`src/rtl/rename_pkg.sv`:
```
// Shared sizing, tag type and FSM encoding for the rename free list.
package rename_pkg;
    localparam int PREG_WIDTH = 6;
    localparam int NUM_PREGS  = 64;
    localparam int NUM_AREGS  = 32;
    localparam int DEPTH      = NUM_PREGS - NUM_AREGS;
    localparam int PTR_W      = $clog2(DEPTH);

    typedef logic [PREG_WIDTH-1:0] preg_t;
    typedef logic [PTR_W-1:0]      ptr_t;
    typedef logic [PTR_W:0]        cnt_t;

    typedef enum logic {FL_INIT, FL_RUN} fl_state_e;
endpackage

```
`src/rtl/rename_free_list_mem.sv`:
```
// Free-list tag storage: one write port, one asynchronous read port, no reset.
module rename_free_list_mem
    import rename_pkg::*;
(
    input  logic  clk,
    input  logic  we,
    input  ptr_t  waddr,
    input  preg_t wdata,
    input  ptr_t  raddr,
    output preg_t rdata
);
    preg_t mem [DEPTH];

    always_ff @(posedge clk) begin
        if (we) mem[waddr] <= wdata;
    end

    assign rdata = mem[raddr];
endmodule

```
`src/rtl/rename_free_list.sv`:
```
// Circular free list of physical register tags with a single head checkpoint
// for mispredict recovery. INIT fills the list with tags NUM_AREGS..NUM_PREGS-1.
module rename_free_list
    import rename_pkg::*;
(
    input  logic      clk,
    input  logic      reset_n,
    input  logic      alloc_req,
    output logic      alloc_grant,
    output preg_t     alloc_preg,
    input  logic      release_valid,
    input  preg_t     release_preg,
    input  logic      ckpt_save,
    input  logic      recover,
    output logic      ready,
    output cnt_t      free_count,
    output logic      list_full,
    output logic      list_empty,
    output logic      overflow_err,
    output fl_state_e state_dbg
);
    fl_state_e state, state_next;
    ptr_t      head, head_next, tail, ckpt_head, init_cnt, spec_cnt;
    cnt_t      count, count_next;
    logic      overflow_q;
    logic      run, rel_accept, rel_drop, mem_we;
    preg_t     mem_wdata;

    // Handshake: alloc_req is a request with no hold obligation; a tag is consumed
    // only in a cycle where alloc_grant=1, and alloc_preg is meaningful only then.
    // release_valid has no back-pressure: a release arriving while full is dropped
    // and recorded in overflow_err.
    assign run         = (state == FL_RUN);
    assign alloc_grant = alloc_req && run && (count != '0) && !recover;
    assign rel_accept  = run && release_valid && (count != cnt_t'(DEPTH));
    assign rel_drop    = run && release_valid && (count == cnt_t'(DEPTH));
    assign spec_cnt    = head - ckpt_head;

    // During INIT the write port is owned by the fill sequence.
    assign mem_we    = !run || rel_accept;
    assign mem_wdata = run ? release_preg : preg_t'(NUM_AREGS) + preg_t'(init_cnt);

    always_comb begin
        head_next = head;
        if (run) begin
            if (recover) head_next = ckpt_head;
            else         head_next = head + ptr_t'(alloc_grant);
        end
    end

    always_comb begin
        state_next = state;
        count_next = count;
        case (state)
            FL_INIT: begin
                count_next = count + cnt_t'(1);
                if (init_cnt == ptr_t'(DEPTH - 1)) state_next = FL_RUN;
            end
            FL_RUN: begin
                // Recovery hands the speculatively allocated span back to the list.
                if (recover) count_next = count + cnt_t'(spec_cnt) + cnt_t'(rel_accept);
                else         count_next = count - cnt_t'(alloc_grant) + cnt_t'(rel_accept);
            end
            default: state_next = FL_INIT;
        endcase
    end

    always_ff @(posedge clk or negedge reset_n) begin
        if (!reset_n) begin
            state      <= FL_INIT;
            head       <= '0;
            tail       <= '0;
            count      <= '0;
            init_cnt   <= '0;
            ckpt_head  <= '0;
            overflow_q <= 1'b0;
        end else begin
            state <= state_next;
            count <= count_next;
            head  <= head_next;
            if (mem_we) tail <= tail + ptr_t'(1);
            if (!run) init_cnt <= init_cnt + ptr_t'(1);
            if (run && ckpt_save && !recover) ckpt_head <= head_next;
            if (rel_drop) overflow_q <= 1'b1;
        end
    end

    rename_free_list_mem u_mem (
        .clk   (clk),
        .we    (mem_we),
        .waddr (tail),
        .wdata (mem_wdata),
        .raddr (head),
        .rdata (alloc_preg)
    );

    assign ready        = run;
    assign free_count   = count;
    assign list_full    = (count == cnt_t'(DEPTH));
    assign list_empty   = (count == '0);
    assign overflow_err = overflow_q;
    assign state_dbg    = state;
endmodule

```
`config.mk`:
```
export PLATFORM = sky130hd
export DESIGN_NAME = rename_free_list
export DESIGN_NICKNAME = d
export VERILOG_FILES = /design/src/rtl/rename_pkg.sv /design/src/rtl/rename_free_list_mem.sv /design/src/rtl/rename_free_list.sv
export SDC_FILE = /design/constraint.sdc
export NUM_CORES = 1
export LEC_CHECK = 0
export CORE_MARGIN = 2
export CORE_UTILIZATION = 53
export CTS_BUF_LIST = sky130_fd_sc_hd__clkbuf_8
export DETAILED_ROUTE_END_ITERATION = 8
export PLACE_DENSITY_LB_ADDON = 0.25
export SLEW_MARGIN = 10
export SYNTH_ARGS = -nofsm -noshare
export SYNTH_HDL_FRONTEND = slang
export SYNTH_SLANG_ARGS = --single-unit
export TNS_END_PERCENT = 100
```
`constraint.sdc`:
```
create_clock -name clk -period 3.8 [get_ports clk]
set_input_delay 0.38 -clock clk [delete_from_list [all_inputs] [get_ports clk]]
set_output_delay 0.38 -clock clk [all_outputs]
set_load 0.02 [all_outputs]
```
==> metrics.yaml, run 1 <==
clock_tree:
  cts_tree: "done"
  clockBufferDepth: 3
  clk_latency_ns: 0.53
  cts_hold_buffers: 0
  cts_buffers: 37
  htree_num_levels: 2
  cts_sinks: 220
  post_cts_resized: 0
  cts_setup_buffers: 0
  clockRootBuffer: "clkbuf_8"
  clk_pin_slew_ns: 0.06
worst_setup_path:
  worstPathMaxFanout: 59
  critPathSlowestCell: "dfrtp_4"
  required_ns: 3.42
  path_buf_inv: 1
  ff2ff_setup_slack_ns: 0.77
  slowest_delay_ns: 1.00
  end_kind: "output pin"
  critPathLaunchType: "register"
  cp_top_family: "flip-flops"
  path_cells: "mux4_1 > mux4_2 > nand2_1 > nand3_1 > clkdlybuf4s50_1"
  crit_type: "reg -> out"
  r2r_start: "head[1]"
  cp.arrival_ns: 3.26
  r2r_cells: 10
  timing.rr.end: "free_count[5]"
synth:
  synth-seq-cells: 220
  synth.distinct_cells: 47
  synthXorXnorAreaFrac_pct: 1.88
  synth_top_family_by_area: "multiplexers"
  yosysMostFrequentCell: "edfxtp_1"
  syn_nets: 657
  synth_top_area_share_pct: 58.9
  synthCells: 611
  synth_compound_area_share_pct: 4.01
  syn_avg_cell_area_sq_um: 16.0
  synth_area_sq_mm: 0.00980
  synth.top_cells.by_count: "edfxtp_1 (192), mux2i_1 (54), ha_1 (30)"
  async_flop_share_pct: 12.7
  yosys-top-cells-area: "edfxtp_1 (59%), dfrtp_1 (7.2%), mux2i_1 (5.5%), mux4_1 (4.0%), ha_1 (3.8%)"
  synth_ff_type: "edfxtp_1"
  yosysTopAreaCell: "edfxtp_1"
  yosys_warnings: 0
  synth_adder_area_share_pct: 4.65
  synth_edf_count: 192
  synth_mux_area_share_pct: 14.5
  synthSimpleGateAreaFrac_pct: 6.44
  yosysSeqAreaShare_pct: 66.0
place:
  routabilityCongestion: 0.889
  hpwlAfterDp_microns: 12800
  port-buffer-count: 29
  pre_cts_slack_ns: 0.669
power_and_ir_drop:
  power.switching_mw: 2.76
  p_int_mw: 5.35
  swShare_pct: 34.1
  combPwrFrac_pct: 35.9
  p_clk_share_pct: 24.4
  ir_drop_mv: 0.595
  power_density_mw_per_mm2: 733
  p_leak_nw: 4.07
  pwr-share-seq_pct: 39.7
routing:
  drtIter0Drc: 410
  routed_wirelength_microns: 20100
  wl_per_cell_microns: 21.8
  drt_first_pass_iters: 5
  vias_per_cell: 5.91
  route.vias.total: 5447
  antenna_left: 0
  drc: 0
layout:
  nNetsFinal: 714
  area_growth_pct: 13.0
  nFillCells: 1345
  fin_util_pct: 61.4
  diodes: 0
  drive_gt1_share_pct: 14.9
floorplan:
  io_pins: 30
  start_util_pct: 54.3
  die_area_sq_mm: 0.0196
  die_h_microns: 140
  die_w_microns: 140
  rows: 49
  core_area_sq_mm: 0.0180
sta:
  rsz0062_at_grt: "no"
  tns_ns: 0
  min_period_ns: 3.64
  fin_ws_ns: 0.162
  slew_violations: 0
  finClkSkew_ns: 0.0231
  slew_headroom_pct: 38.3
  setup_violations: 0
  fin_crit_sh_pct: 95.7
  timing.fmax_mhz: 275
  tightest_slew_ns: 0.918
  hold_viol_final: 0
global_routing:
  antenna_found_initial: 0
  overflow: 0
  grt_pass1_vias: 5361
  grt.total_usage_pct: 20.8
  grt_pass1_wl_microns: 31100
  grt_max_degree: 60
job:
  cap_viol_max_count: 0
run_status:
  status: "complete, no violations"
min_path:
  hp-class: "in -> async"
## cell families after synthesis
logic type	after synthesis
buffers and inverters	56
muxes	97
AOI/OAI and AO/OA	62
xor gates and xnor gates	21
adders and majority gates	34
DFF	220
and+or+nand+nor	121
## cells in the final DEF, fill, tap and decap left out, drive strengths merged, types with 2 or more instances in the layout
master and n:
nand3 25, ha 30, a21oi 23, clkdlybuf4s50 29, a22o 3, o21a 2
bufinv 2, nand2 27, xor2 6, nand2b 9, o21ai 9, edfxtp 192
dfrtp 28, xnor2 15, a21o 3, a31o 2, clkbuf 39, a22oi 12
nor2b 6, mux4 30, nor2 15, mux2 13, inv 36, and3 2
fa 4, and2 13, or2 3, buf 21, nor3 7, clkinv 10
mux2i 54, nor4 9, o211ai 2
## layout make-up
cell class	instances	area [sq um]	share of cell area, %
well taps	229	287	2.59
clock buffers	39	537	4.85
multi-input cells	335	3080	27.8
repair buffers	50	448	4.05
flip-flops and latches	220	6470	58.5
inverters	24	90.1	0.814
clock inverters	24	153	1.38
## stage by stage
stage / std cells / hold slack (ns) / cell area [sq um] / power [mW]
3_5_place_dp: 858 / 0.454 / 10400 / 6.17
6_report: 921 / 0.258 / 11100 / 8.11
5_1_grt: 921 / 0.299 / 11100 / 8.56
4_1_cts: 921 / 0.257 / 11100 / 8.15
2_1_floorplan: 611 / 0.0844 / 9800 / 5.30
3_3_place_gp: 858 / 0.449 / 10400 / 6.10
## worst reg2reg max path, delay by kind of cell (launching register included)
family | cells | cell delay [ns]
adder cells (fa/ha/maj) | 2 | 0.66
XOR/XNOR | 2 | 0.30
flip-flops | 1 | 1.00
AO/OA/AOI/OAI | 6 | 0.95
## routing by layer
metal / vias to the layer above / global-route usage, % / share of wire (%)
li1: 2468 / - / -
met1: 2760 / 29.3 / 44
met4: 0 / 7.32 / 2.8
met5: - / 0 / 0
met2: 169 / 33.0 / 48
met3: 50 / 3.93 / 5.6
## state kept, by name (all words and copies together), names as in the netlist
signal	cells
init_cnt	5
overflow_err	1
head	5
free_count	6
ready	1
u_mem.mem	192
tail	5
ckpt_head	5
## power by group through the flow
stage	clock network, mW	registers (mW)	logic (mW)
after global routing	2.13	3.26	3.18
after detailed placement	0	3.27	2.90
after CTS	2.02	3.22	2.91
after global placement	0	3.26	2.84
after floorplan	0	3.07	2.23
final	1.98	3.22	2.91
## worst max path at each step
stage	slack (ns)	start	to	depth (start not counted)
after floorplan	0.58	free_count[1]	free_count[4]	14
after global placement	0.71	head[1]	alloc_preg[4]	5
after detailed placement	0.67	head[1]	alloc_preg[4]	5
after CTS	0.11	head[1]	alloc_preg[4]	5
after global routing	0.03	head[1]	alloc_preg[4]	5
final	0.16	head[1]	alloc_preg[2]	5
No activity file was read; power rests on OpenSTA's default activity.
==> run 2: changes to the inputs <==
Settings changed: CAP_MARGIN set to 15, CORE_ASPECT_RATIO set to 0.75.
==> run 2 against run 1 <==
Critical path depth up 1. Critical path type unchanged. Total power down 0.68%. First-iteration DRC count up 38%. Largest power group unchanged. Maximum frequency up 1.2%. Clock skew down 0.011 ns. Sequential power down 2%. Global-route usage up 0.97 points.
==> metrics.yaml, run 2 (synthesis results as in run 1) <==
layout:
  area_growth_pct: 13.2
  multi_input_area_sq_mm: 0.00308
  final_cell_mix: "edfxtp_1 (192), mux2i_1 (54), inv_1 (40)"
  drive_gt1_share_pct: 15.1
  final-seq-area_sq_mm: 0.00647
  stdcell_count: 944
  nFillCells: 1397
  largest_reg_flops: 192
  final_common_cell: "edfxtp_1"
  diodes: 0
  final_area_sq_mm: 0.0111
  fin_util_pct: 60.6
  nNetsFinal: 716
  regMostFlops: "u_mem.mem"
place:
  routabilityCongestion: 0.841
  dpl_cell_area_sq_mm: 0.0104
  hpwlAfterDp_microns: 13000
  place_inst: 879
  port-buffer-count: 29
clock_tree:
  cts_buffers: 35
  cts_hold_buffers: 0
  clockRootBuffer: "clkbuf_8"
  htree_num_levels: 2
  cts_setup_buffers: 0
  clk_pin_slew_ns: 0.06
  post_cts_resized: 0
  clk_latency_ns: 0.52
  cts_sinks: 220
  cts_tree: "done"
  clockBufferDepth: 3
worst_setup_path:
  path_cells: "buf_4 > mux4_1 > mux4_2 > nand2_1 > nand3_1 > clkdlybuf4s50_1"
  slowest_delay_ns: 0.67
  cp.arrival_ns: 3.22
  end_kind: "output pin"
  critPathLaunchType: "register"
  critPathSlowestCell: "mux4_1"
  required_ns: 3.42
  worstPathMaxFanout: 30
  ff2ff_setup_slack_ns: 0.75
  r2r_cells: 11
  crit_type: "reg -> out"
sta:
  tns_ns: 0
  whs_ns: 0.392
  min_period_ns: 3.60
  tightest_slew_ns: 1.03
  setup_violations: 0
  fin_crit_sh_pct: 94.6
  rsz0062_at_grt: "no"
  timing.fmax_mhz: 278
  slew_headroom_pct: 30.7
  finClkSkew_ns: 0.0122
  hold_viol_final: 0
  slew_violations: 0
routing:
  drt_first_pass_iters: 4
  wl_per_cell_microns: 21.7
  vias_per_cell: 5.75
  drtIter0Drc: 566
  drc: 0
  route.vias.total: 5426
  routed_wirelength_microns: 20500
  antenna_left: 0
floorplan:
  rows: 43
  core_area_sq_mm: 0.0183
  die_area_sq_mm: 0.0196
  start_util_pct: 53.5
  die_h_microns: 122
  die_w_microns: 161
  io_pins: 30
global_routing:
  antenna_found_initial: 0
  grt.total_usage_pct: 21.8
  grt_pass1_vias: 5606
  grt_pass1_wl_microns: 31900
  grt_max_degree: 50
  overflow: 0
power_and_ir_drop:
  p_leak_nw: 4.09
  power_density_mw_per_mm2: 726
  ir_drop_mv: 0.489
run_status:
  status: "complete, no violations"
min_path:
  hp-class: "in -> async"
job:
  cap_viol_max_count: 0
## run 2: cell count changes in the layout (fill, tap and decap cells not counted), sizes merged
| cell | delta |
|---|---|
| dlygate4sd3 | +1 |
| clkinvlp | +1 |
| buf | +4 |
| bufinv | -1 |
| inv | +5 |
| clkdlybuf4s50 | -1 |
| clkinv | -2 |
| clkbuf | -2 |
## run 2: path summary, 6_finish.rpt
check,start,to
worst max-delay path,head[0],alloc_preg[5]
worst min-delay path,reset_n,init_cnt[1]
worst max register to register,head[0],free_count[5]
worst min register to register,init_cnt[3],init_cnt[3]
max in group asynchronous,reset_n,tail[1]
min in group clk,init_cnt[3],init_cnt[3]
## run 2: power breakdown
part           total (mW)  switching, mW  internal [mW]
sequential           3.16          0.291           2.87
clock                1.87          0.898          0.975
combinational        3.02           1.61           1.41
total                8.05           2.80           5.25
## run 2: per-layer routing
layer	wire length, microns	GRT usage [%]
met5	0	0
met4	365	6.98
met3	1350	4.83
met2	9290	33.0
met1	9460	31.8
## run 2: area by class of cell
class                      count  share of cell area, %
clock buffer                  37                   4.59
clock inverter                27                   1.27
inverter                      24                  0.812
multi-input combinational    335                   27.8
sequential                   220                   58.3
tap                          247                   2.79
timing repair buffer          54                   4.40
## run 2: critical path: cells and delay by family, from the launching register on
family | cells | cell delay, ns
mux | 2 | 1.16
buf+inv | 2 | 0.98
flops | 1 | 0.32
simple gates | 2 | 0.22
## run 2: per-stage QoR
step | worst slack (ns) | power [mW]
global placement | 0.777 | 6.11
global route | 0.0938 | 8.51
finish | 0.204 | 8.05
detailed placement | 0.758 | 6.20
floorplan | 0.582 | 5.30
CTS | 0.199 | 8.09
==> variant 1: new RTL, flow settings as in run 1 <==
Change the package constant `PREG_WIDTH` from 6 to 4.
--- a/src/rtl/rename_pkg.sv
+++ b/src/rtl/rename_pkg.sv
@@ -1,6 +1,6 @@
 // Shared sizing, tag type and FSM encoding for the rename free list.
 package rename_pkg;
-    localparam int PREG_WIDTH = 6;
+    localparam int PREG_WIDTH = 4;
     localparam int NUM_PREGS  = 64;
     localparam int NUM_AREGS  = 32;
     localparam int DEPTH      = NUM_PREGS - NUM_AREGS;
Ports: changed (resized alloc_preg and release_preg); port bits go from 30 to 26. The function was not compared with the original's and may differ.
==> variant 1 against run 1 <==
- largest power group unchanged
- wire length shrank 28%
- sequential share of layout area decreased by 1.6 points
- setup slack better by 0.13 ns
- critical endpoint is now alloc_preg[0]
- highest routed layer unchanged
- largest cell class unchanged
- clock power fell by 39%
- sequential power decreased by 26%
- worst hold slack better by 0.063 ns
- cell area is 28% lower
- sequential cell count shrank 64
- power fell by 27%
- core utilization decreased by 0.97 points
- synthesized area shrank 27%
==> variant 1: results (changes against run 1) <==
setup_path:
  reg2regPathDepth: 14  # was 10
  crit_end: "alloc_preg[0]"  # was alloc_preg[2]
  reg2reg_to: "free_count[4]"  # was free_count[5]
  timing.rr.start: "free_count[1]"  # was head[1]
  critPathSlowestCell: "dfrtp_2"  # was dfrtp_4
  cp_slowest_stage_delay_ns: 0.93  # was 1.00 ns
  regToRegSetupSlack_ns: 0.67  # was 0.77 ns
  crit_arrival_ns: 3.13  # was 3.26 ns
  worst-path-max-fanout: 36  # was 59
  crit_family: "buffers and inverters"  # was flip-flops
cts:
  numCtsBuffers: 17  # was 37
  clockRootBuffer: "clkbuf_8"  # unchanged
  clk_latency_ns: 0.46  # was 0.53 ns
  clk_pin_slew_ns: 0.09  # was 0.06 ns
  htreeDepth: 4  # was 2
  clockBufferDepth: 2  # was 3
detailed_routing:
  drt-initial-drc-count: 377  # was 410
  met1_length_um: 6256  # was 8823 um
  vias: 4098  # was 5447
  dr_wl_met2_um: 7102  # was 9552 um
  top_signal_layer_used: "met4"  # unchanged
  wl_per_cell_um: 20.58  # was 21.79 um
  routed-wl-met3_um: 869  # was 1124 um
yosys:
  synth_cell_types: 41  # was 47
  async_flop_share: 0.1795  # was 0.1273
  ys_top_cells_by_area: "edfxtp_1 (53%), dfrtp_1 (9.7%), mux4_2 (6.3%)"  # was edfxtp_1 (59%), dfrtp_1 (7.2%), mux2i_1 (5.5%)
  ys_seq_area_frac: 0.6319  # was 0.6601
  yosys_warnings: 0  # unchanged
  synth-edff-count: 128  # was 192
  synth_fp_nets: 532  # was 657
  synthTopCellsByCount: "edfxtp_1 (128), nor2_1 (43), mux2i_1 (38)"  # was edfxtp_1 (192), mux2i_1 (54), ha_1 (30)
  syn_inst: 488  # was 611
layout:
  fin_cells: 706  # was 921
  n_antenna_cell: 0  # unchanged
  regMostFlops: "u_mem.mem"  # unchanged
  largest_reg_flops: 128  # was 192
  finalNetCount: 561  # was 714
  drive_above_1_share: 0.1415  # was 0.1488
run_status:
  status: "finished clean"  # unchanged
placement:
  place_congestion: 0.8826  # was 0.8891
  port_buffers: 25  # was 29
  dp.cells: 674  # was 858
  dp_hpwl_um: 9758  # was 12750 um
  placed_area_um2: 7620  # was 10380 um^2
grt:
  track_usage: 0.2138  # was 0.2080
  met1_usage: 0.2838  # was 0.2930
  use_met3: 0.04953  # was 0.03932
  grt_max_degree: 37  # was 60
  antenna_found_initial: 0  # unchanged
  grt_use_met2: 0.3425  # was 0.3302
  grt_pass1_wl_um: 22680  # was 31070 um
timing:
  fin_skew_ns: 0.01468  # was 0.02311 ns
  maxSlewHeadroom: 0.4048  # was 0.3835
power:
  p_seq_frac: 0.400  # was 0.397
  total_power_mw: 5.946  # was 8.108 mW
  power_leakage_nw: 2.931  # was 4.068 nW
  ir_drop_mv: 0.3515  # was 0.5945 mV
  p_int_mw: 3.804  # was 5.346 mW
  comb-power_mw: 2.36  # was 2.91 mW
worst_hold_path:
  hp-class: "in -> async"  # unchanged
variant 1: final cells by class:
cell class	instances	area [um^2]
fillers	995	5241
flip-flops and latches	156	4547
multi-input cells	290	2472
repair buffers	33	310.3
clock buffers	17	234.0
well taps	176	220.2
clock inverters	15	146.4
inverters	19	71.32
variant 1: cells by family after synthesis:
| logic type | after synthesis | synth area share |
|---|---|---|
| compound gates | 58 | 0.05359 |
| xor+xnor | 21 | 0.02557 |
| fa+ha+maj | 34 | 0.06333 |
| buf+inv | 42 | 0.02436 |
| flops | 156 | 0.6319 |
| mux | 69 | 0.1327 |
| simple gates | 108 | 0.06855 |
variant 1: metrics by stage:
step                hold WS, ns  setup WS [ns]
finish                   0.3211         0.2944
global route             0.3473        0.07662
CTS                      0.3157         0.2285
detailed placement       0.4740         0.4533
global placement         0.4559         0.4937
floorplan               0.08441         0.5451
variant 1: repair_timing:
action	in CTS	in global routing
setup endpoints to repair	3	0
hold buffers	0	0
resized for setup	1	0
setup buffers	0	0
==> variant 2: new RTL, settings of run 1 <==
Without the edit above. Make the reset (`reset_n`) synchronous in one clocked block. Comments in the files are not updated.
--- a/src/rtl/rename_free_list.sv
+++ b/src/rtl/rename_free_list.sv
@@ -65,7 +65,7 @@
         endcase
     end
 
-    always_ff @(posedge clk or negedge reset_n) begin
+    always_ff @(posedge clk) begin
         if (!reset_n) begin
             state      <= FL_INIT;
             head       <= '0;
Formal check against the unedited RTL: differs if reset_n is asserted again (counterexample within 4 cycles, from zero or initial values and one cycle with reset_n low); with reset_n held inactive, the same outputs for 10 cycles.
==> variant 2 against run 1 <==
- wire length fell by 1.3%
- synthesized area fell by 0.33%
- core utilization fell by 0.70 points
- register-to-register slack got worse by 0.17 ns
- critical path depth rose by 1
- sequential cell count did not move
- global-route usage fell by 0.37 points
- cell count rose by 1.4%
- cell area fell by 1.1%
- setup slack improved by 0.085 ns
- highest routed layer unchanged
Power is not compared: it rests on default switching activity, and its combinational part moved more than twofold at a synthesized area within 25%.
==> variant 2: results (changes against run 1) <==
timing:
  fin_skew_ns: 0.02478  # was 0.02311 ns
  tightest_slew_ns: 0.9029  # was 0.9177 ns
detailed_routing:
  drt-initial-drc-count: 418  # was 410
  vias: 5391  # was 5447
  drtPass1Iterations: 5  # unchanged
  wl_um: 19800  # was 20070 um
setup_path:
  cp_slowest_stage_delay_ns: 0.67  # was 1.00 ns
  crit_start: "head[0]"  # was head[1]
  timing.rr.start: "free_count[1]"  # was head[1]
  critPathSlowestCell: "mux4_1"  # was dfrtp_4
  crit_family: "multiplexers"  # was flip-flops
  worst-path-max-fanout: 28  # was 59
  crit_arrival_ns: 3.17  # was 3.26 ns
yosys:
  synth_fp_nets: 686  # was 657
  synth_cell_types: 48  # was 47
  ys_seq_area_frac: 0.6480  # was 0.6601
  ys_top_cells_by_area: "edfxtp_1 (59%), mux2i_1 (5.8%), dfxtp_1 (5.7%)"  # was edfxtp_1 (59%), dfrtp_1 (7.2%), mux2i_1 (5.5%)
  synthTopCellsByCount: "edfxtp_1 (192), mux2i_1 (57), nor2_1 (40)"  # was edfxtp_1 (192), mux2i_1 (54), ha_1 (30)
  async_flop_share: 0  # was 0.1273
  yosys_warnings: 0  # unchanged
grt:
  grt_pass1_wl_um: 30440  # was 31070 um
  grt_max_degree: 52  # was 60
  track_usage: 0.2043  # was 0.2080
  first_global_vias: 5538  # was 5361
layout:
  finalNetCount: 729  # was 714
  drive_above_1_share: 0.1135  # was 0.1488
  nFillCells: 1363  # was 1345
worst_hold_path:
  worstHoldStart: "overflow_err"
  hp-class: "reg -> reg"  # was in -> async
placement:
  port_buffers: 29  # unchanged
  dp_slack_ns: 0.5939  # was 0.6689 ns
  dp_hpwl_um: 12560  # was 12750 um
  place_congestion: 0.8562  # was 0.8891
power:
  ir_drop_mv: 0.2795
  p_int_mw: 3.787
run_status:
  status: "finished clean"  # unchanged
cts:
  numCtsBuffers: 36  # was 37
  clk_pin_slew_ns: 0.07
  htreeDepth: 2  # unchanged
  clockRootBuffer: "clkbuf_8"  # unchanged
==> variant 2: cell types whose count changed after synthesis, sizes merged, moves of 4 or more <==
cell   change
o21ai      +4
nor4       -9
nand2     +12
o211a      +5
dfxtp     +28
nor2b      +6
mux2       -8
nor3       -7
nand3      -4
dfrtp     -28
nor2      +25
==> variant 2: power by group through the flow <==
stage	clock network [mW]	logic, mW	registers, mW
detailed placement	0	0.203	2.72
global route	2.10	0.222	2.67
finish	1.96	0.203	2.67
floorplan	0	0.123	2.72
CTS	2.00	0.204	2.67
global placement	0	0.196	2.72
==> variant 2: worst paths after layout <==
kind	slack, ns	end	depth (start not counted)
worst max-delay path	0.25	alloc_preg[4]	6
worst min-delay path	0.51	overflow_err	2
worst max register to register	0.60	free_count[4]	14
worst min register to register	0.51	overflow_err	2
==> variant 2: routing by layer <==
metal,GRT usage,routed length [um],up-vias
li1,-,-,2512
met1,0.2718,8419,2666
met2,0.3368,9704,170
met3,0.03992,1128,43
met4,0.07684,548,0
met5,0,0,-
==> variant 2: kinds of logic after synthesis <==
kind of cell | after synthesis | share of synthesized area
flops | 220 | 0.6480
buf+inv | 54 | 0.02499
compound gates | 75 | 0.04947
fa+ha+maj | 34 | 0.04665
mux | 92 | 0.1403
xor+xnor | 22 | 0.01974
simple gates | 143 | 0.07087
==> variant 2: tightest hold or removal path, stage by stage (launching register included) <==
cell and delay, ns:
dfxtp_1 0.33, a31oi_1 0.05, nor2b_1 0.09
==> variant 2: through the flow <==
| step | std cells | utilization | total power [mW] | instance area, um^2 | hold slack, ns |
|---|---|---|---|---|---|
| 4_1_cts | 934 | 0.6069 | 4.876 | 10940 | 0.5028 |
| 2_1_floorplan | 640 | - | 2.839 | 9763 | 0.4931 |
| 3_3_place_gp | 874 | 0.5698 | 2.914 | 10270 | 0.4927 |
| 5_1_grt | 934 | 0.6069 | 4.996 | 10940 | 0.5318 |
| 3_5_place_dp | 874 | 0.5698 | 2.922 | 10270 | 0.4853 |
| 6_report | 934 | 0.6069 | 4.832 | 10940 | 0.5078 |
==> variant 2: layout make-up <==
type	instances	share of cell area
inverters	21	0.007206
clock inverters	22	0.01327
clock buffers	38	0.04781
repair buffers	38	0.03500
multi-input cells	366	0.2919
flip-flops and latches	220	0.5786
well taps	229	0.02619
